**config.mk**
```make
export PLATFORM = sky130hd
export DESIGN_NAME = demux16_deser
export DESIGN_NICKNAME = d
export VERILOG_FILES = /design/src/rtl/demux16_deser.sv
export SDC_FILE = /design/constraint.sdc
export NUM_CORES = 1
export LEC_CHECK = 0
export CORE_ASPECT_RATIO = 1.25
export CORE_MARGIN = 3
export CORE_UTILIZATION = 45
export DETAILED_ROUTE_END_ITERATION = 10
export PLACE_DENSITY = 0.69
export SLEW_MARGIN = 20
export SYNTH_ARGS = -nofsm -noshare
export SYNTH_HDL_FRONTEND = slang
export SYNTH_SLANG_ARGS = --single-unit
```
**constraint.sdc**
```tcl
create_clock -name clk -period 5.26 [get_ports clk]
set_input_delay 1.052 -clock clk [delete_from_list [all_inputs] [get_ports clk]]
set_output_delay 1.052 -clock clk [all_outputs]
set_load 0.1 [all_outputs]
```
**src/rtl/demux16_deser.sv**
```systemverilog
// Serial-to-parallel 1:16 demultiplexer: steers each accepted bit into slot sel of a
// collect register and hands completed words to a one-entry valid/ready output buffer.
module demux16_deser #(
  parameter int WIDTH = 16,
  parameter int SEL_W = 4
) (
  input  logic             clk,
  input  logic             rst,
  input  logic             in,
  input  logic             in_valid,
  output logic             in_ready,
  input  logic             flush,
  output logic [SEL_W-1:0] sel,
  output logic [WIDTH-1:0] out,
  output logic             out_valid,
  input  logic             out_ready
);

  localparam logic [SEL_W-1:0] LAST_SLOT = SEL_W'(WIDTH - 1);

  logic [SEL_W-1:0] r_sel;
  logic [WIDTH-1:0] r_collect;
  logic [WIDTH-1:0] r_out;
  logic             r_out_valid;

  logic w_last_slot;
  logic w_accept;
  logic w_load;
  logic w_consume;

  // Handshakes: a transfer happens on a rising edge where valid && ready are both high;
  // valid never waits on ready. Only the word-completing bit can stall, and only while
  // a finished word is still waiting and is not being consumed in the same cycle.
  assign w_last_slot = (r_sel == LAST_SLOT);
  assign in_ready    = !(w_last_slot && r_out_valid && !out_ready);
  assign w_accept    = in_valid && in_ready && !flush;
  assign w_load      = w_accept && w_last_slot;
  assign w_consume   = r_out_valid && out_ready;

  always_ff @(posedge clk or posedge rst) begin
    if (rst) begin
      r_sel     <= '0;
      r_collect <= '0;
    end else if (flush) begin
      r_sel     <= '0;
      r_collect <= '0;
    end else if (w_accept) begin
      r_collect[r_sel] <= in;
      r_sel            <= r_sel + SEL_W'(1);
    end
  end

  // Output buffer: a load may coincide with a consume, so the word stream has no bubble.
  always_ff @(posedge clk or posedge rst) begin
    if (rst) begin
      r_out       <= '0;
      r_out_valid <= 1'b0;
    end else if (w_load) begin
      r_out       <= {in, r_collect[WIDTH-2:0]};
      r_out_valid <= 1'b1;
    end else if (w_consume) begin
      r_out_valid <= 1'b0;
    end
  end

  assign sel       = r_sel;
  assign out       = r_out;
  assign out_valid = r_out_valid;

endmodule

```
After elaboration in Yosys (flattened, before gate mapping)
Index checks and enable logic that the tools add are counted.
{"block": "totals", "mem_bits_ro": 0, "out_inout_bits": 22, "ram_bits": 0, "register_bits": 37, "in_bits": 6, "n_memories": 0, "latch_bits": 0}
{"block": "op_classes", "n_mul": 0, "div": 0, "mux": 9, "n_lt_le_gt_ge": 2, "bitwise_logic": 0, "add_sub_neg": 1, "n_shift": 0, "n_reduce_logical": 12, "eq_ne": 1}
{"operator": "$mux W16", "n": 2}
{"operator": "$bwmux W16", "n": 1}
{"operator": "$mux W4", "n": 2}
{"operator": "$logic_and A1 B1 Y1", "n": 7}
{"operator": "$lt A4 B5 Y1 const B", "n": 1}
{"operator": "$add A4 B1 Y4 const B", "n": 1}
{"operator": "$demux W1 S4", "n": 1}
{"operator": "$eq A4 B4 Y1 const B", "n": 1}
{"operator": "$ge A4 B1 Y1 const B", "n": 1}
{"operator": "$reduce_bool A2 Y1", "n": 2}
{"operator": "$logic_not A1 Y1", "n": 3}
{"operator": "$mux W1", "n": 3}

Longest topological paths before layout
{"block": "depth", "depth_word": 8, "ltp_mapped": 5, "ltp_nobuf": 5}

Worst setup path after synthesis
No wires, ideal clock.
{"block": "synth_path", "path_type": "register to output", "from": "reg r_sel[0], in the netlist sel[0]", "to": "out in_ready", "arrival_ns": 2.555, "path_slack_ns": 1.653, "path_stages_with_launch": 5, "path_buffers": 1, "t_required_ns": 4.208, "cell_sequence": "dfrtp_1 > ha_1 > and3b_1 > clkbuf_1 > nand3_1"}
{"block": "synth_between", "elab_chain_len": 4}
{"element": "start: declaration", "line": "21", "text": "logic [SEL_W-1:0] r_sel;"}
{"element": "start signal: assignment", "line": "49", "text": "r_sel <= r_sel + SEL_W'(1);"}
{"element": "$eq A4 B4 Y1", "line": "34", "text": "assign w_last_slot = (r_sel == LAST_SLOT);"}
{"element": "$logic_and A1 B1 Y1 (2 in a row)", "line": "35", "text": "assign in_ready = !(w_last_slot && r_out_valid && !out_ready);"}
{"element": "$logic_not A1 Y1", "line": "35"}
{"element": "end: declaration", "line": "11", "text": "output logic in_ready,"}
Every way passes these cells.

Worst setup path in the final report
{"block": "layout_path", "from": "in in_valid", "to": "reg r_out[1], in the netlist out[1]"}
{"block": "layout_between", "elab_chain_len": 3}
{"element": "start: declaration", "line": "10", "text": "input logic in_valid,"}
{"element": "$logic_and A1 B1 Y1 (2 in a row)", "line": "36", "text": "assign w_accept = in_valid && in_ready && !flush;"}
{"element": "$logic_and A1 B1 Y1", "line": "37", "text": "assign w_load = w_accept && w_last_slot;"}
{"element": "end signal: assignment", "line": "59", "text": "r_out <= {in, r_collect[WIDTH-2:0]};"}
{"element": "end: declaration", "line": "23", "text": "logic [WIDTH-1:0] r_out;"}
Every way passes these cells.
A chain may end at the register's enable or synchronous reset.

==> metrics.cfg <==
[detailed_routing]
vias = 1271
drc = 0
dr.pass1.iters = 4
drt_iter0_markers = 67
wl_mm = 3.46
drt-vias-per-instance = 5.94
ant_nets = 0
wl_per_cell_um = 16.2

[layout]
drive_above_1_share_pct = 16.6
final_nets = 184
postLayoutCellArea_um2 = 2040
syn2layout_area_growth_pct = 22.5
n_antenna_cell = 0
instances_no_fill = 214
fillCellCount = 306

[placement]
place_ws_ps = 1550
portBuffers = 27
dp_cells = 206
place.gp.congestion = 0.851
dpl_cell_area_um2 = 1950
dpl.hpwl_mm = 2.46

[status]
status = finished clean

[sta]
worst_slew_pin_slew_ps = 972
setup-tns-final_ps = 0
layout_min_cycle_time_ps = 3410
timing.final.crit_share_pct = 64.8
max_freq_ghz = 0.293
clock_skew_ps = 7.30
finalHoldViolations = 0
slew_headroom_pct = 35.0
setup_violations = 0
finalWorstSetupSlack_ps = 1850
final-max-slew-violation-count = 0
grt_setup_unrepaired = no

[clock_network]
cts-buffers-inserted = 5
ctsHoldBuffers = 0
cts_tree = yes
clock_sinks = 36
clk_pin_slew_ps = 60
clkLatencyLatePin_ps = 290
ctsResizeCount = 0
htreeDepth = 2
cts_root_buf = clkbuf_8
clockBufferDepth = 2
post_cts_buffers = 0

[synthesis]
synth-edff-count = 0
synth_top_area_cell = dfrtp_1
synth_nets = 158
synth_area_um2 = 1670
ys_seq_elements = 36
yosysWarnings = 0
synthCells = 148
synth_area_leaders = dfrtp_1 (54%), mux2_2 (11%), nand4_1 (5.3%)
synth_top_cell_area_share_pct = 54.1
synthFlopType = dfrtp_1
ys_seq_area_share_pct = 54.1
synth_cell_types = 26
syn_area_per_cell_um2 = 11.3
synthArstFlopShare_pct = 100

[power]
power.switching_uw = 173
pwr-share-clk_pct = 34.1
power_frac_comb_pct = 15.9
p_seq_share_pct = 50.1
power.internal_uw = 412
powerDensity_nw_per_um2 = 287
peakVddDrop_v = 0.000218
power.leakage_uw = 0.000871
switching_share_pct = 29.6

[floorplanning]
start_util_pct = 47.4
die_w_um = 60.4
die_y_um = 74.0
core-area_um2 = 3510
die-area_um2 = 4470
pin_count = 28
rows = 24

[setup_path]
rrSetupSlack_ps = 2820
worstPathRequired_ps = 5430
endpoint_kind = register
r2r_cells = 4
startpoint_type = input port
critical_path_class = in -> reg
worstPathArrival_ps = 3580
crit_fanout = 24

[grt]
grt_pass1_vias = 1293
overflow = 0
grt_max_degree = 37
grt_pass1_wl_mm = 5.86
antenna_found_initial = 0
grt_usage_pct = 17.4

[hold_path]
hold_depth = 1
hold_path_class = reg -> reg

[run]
maxCapViolations = 0

-- final timing paths --
check,start,to
max,in_valid,out[1]$_DFFE_PP0P_
min,out[4]$_DFFE_PP0P_,out[4]$_DFFE_PP0P_
max reg2reg,sel[0]$_DFFE_PP0P_,out[1]$_DFFE_PP0P_
min reg2reg,out[4]$_DFFE_PP0P_,out[4]$_DFFE_PP0P_
max in group asynchronous,rst,out[6]$_DFFE_PP0P_
min in group asynchronous,rst,out[8]$_DFFE_PP0P_
-- registers in the layout (all words and copies together), names as in the netlist --
| register | count |
|---|---|
| sel | 4 |
| r_collect | 15 |
| out | 16 |
| out_valid | 1 |
-- cells in the final DEF (no fill, tap or decap) --
cell             count
a211oi_1             2
inv_1                5
and3b_1              1
nand4_1             14
nor4_4               1
nor2b_1              3
a41oi_1              1
clkinv_2             2
o31ai_1              1
nor3_1               1
nand2b_1             3
nand2_1              7
ha_1                 4
nor2_1               2
clkbuf_8             6
buf_4                2
o311ai_0             5
o41ai_1              3
dfrtp_1             36
clkdlybuf4s50_1     26
a31oi_1              1
nand3_1              3
nor3b_1              2
nand2_2              1
a21oi_1             14
o21ai_0             12
mux2_2              16
or2_2                1
-- per-stage QoR --
stage | utilization (%) | hold slack (ps) | power [uW]
after floorplan | - | 473 | 363
after global placement | 55.4 | 489 | 387
after detailed placement | 55.4 | 495 | 390
after CTS | 58.1 | 510 | 591
after global routing | 58.1 | 521 | 608
final | 58.1 | 503 | 585
-- kinds of logic (layout without fill, tap and decap cells) --
kind of cell | after synthesis | in the layout | synth area share (%)
fa+ha+maj | 4 | 4 | 3.01
simple gates | 39 | 39 | 14.2
compound gates | 39 | 39 | 14.3
mux | 16 | 16 | 10.8
flops | 36 | 36 | 54.1
buf+inv | 14 | 41 | 3.61
-- Yosys cell counts (2+ instances only) --
| master | n |
|---|---|
| nand2_1 | 7 |
| nand3_1 | 3 |
| dfrtp_1 | 36 |
| a211oi_1 | 2 |
| o21ai_0 | 12 |
| nor3b_1 | 2 |
| o311ai_0 | 5 |
| clkbuf_1 | 8 |
| ha_1 | 4 |
| nor2b_1 | 3 |
| mux2_2 | 16 |
| nand2b_1 | 3 |
| nor2_1 | 2 |
| o41ai_1 | 3 |
| a21oi_1 | 14 |
| inv_1 | 5 |
| nand4_1 | 14 |
-- power by group through the flow --
stage | combinational (uW) | sequential [uW] | clock, uW
2_1_floorplan | 41.6 | 322 | 0
3_3_place_gp | 90.4 | 297 | 0
3_5_place_dp | 92.5 | 297 | 0
4_1_cts | 93.0 | 292 | 206
5_1_grt | 100 | 293 | 215
6_report | 92.9 | 293 | 199
-- metal layers --
| layer | up-vias | routed length (um) | GRT usage (%) | share of wire (%) |
|---|---|---|---|---|
| met3 | 6 | 120 | 3.82 | 3.5 |
| met5 | - | 0 | 0 | 0 |
| met1 | 627 | 1450 | 20.9 | 42 |
| li1 | 605 | - | - | - |
| met2 | 33 | 1830 | 29.7 | 53 |
| met4 | 0 | 62 | 7.95 | 1.8 |
-- critical path: stages --
cell	delay, ps
clkdlybuf4s50_1	970
nand2_2	240
nor4_4	890
mux2_2	410
-- area by class of cell --
cell class | count | area (um2) | area share [%]
clock inverters | 2 | 10.0 | 0.490
clock buffers | 6 | 82.6 | 4.05
repair buffers | 28 | 275 | 13.5
well taps | 39 | 48.8 | 2.39
multi-input cells | 98 | 704 | 34.5
flip-flops and latches | 36 | 901 | 44.1
inverters | 5 | 18.8 | 0.920
(Power assumes the default switching activity.)
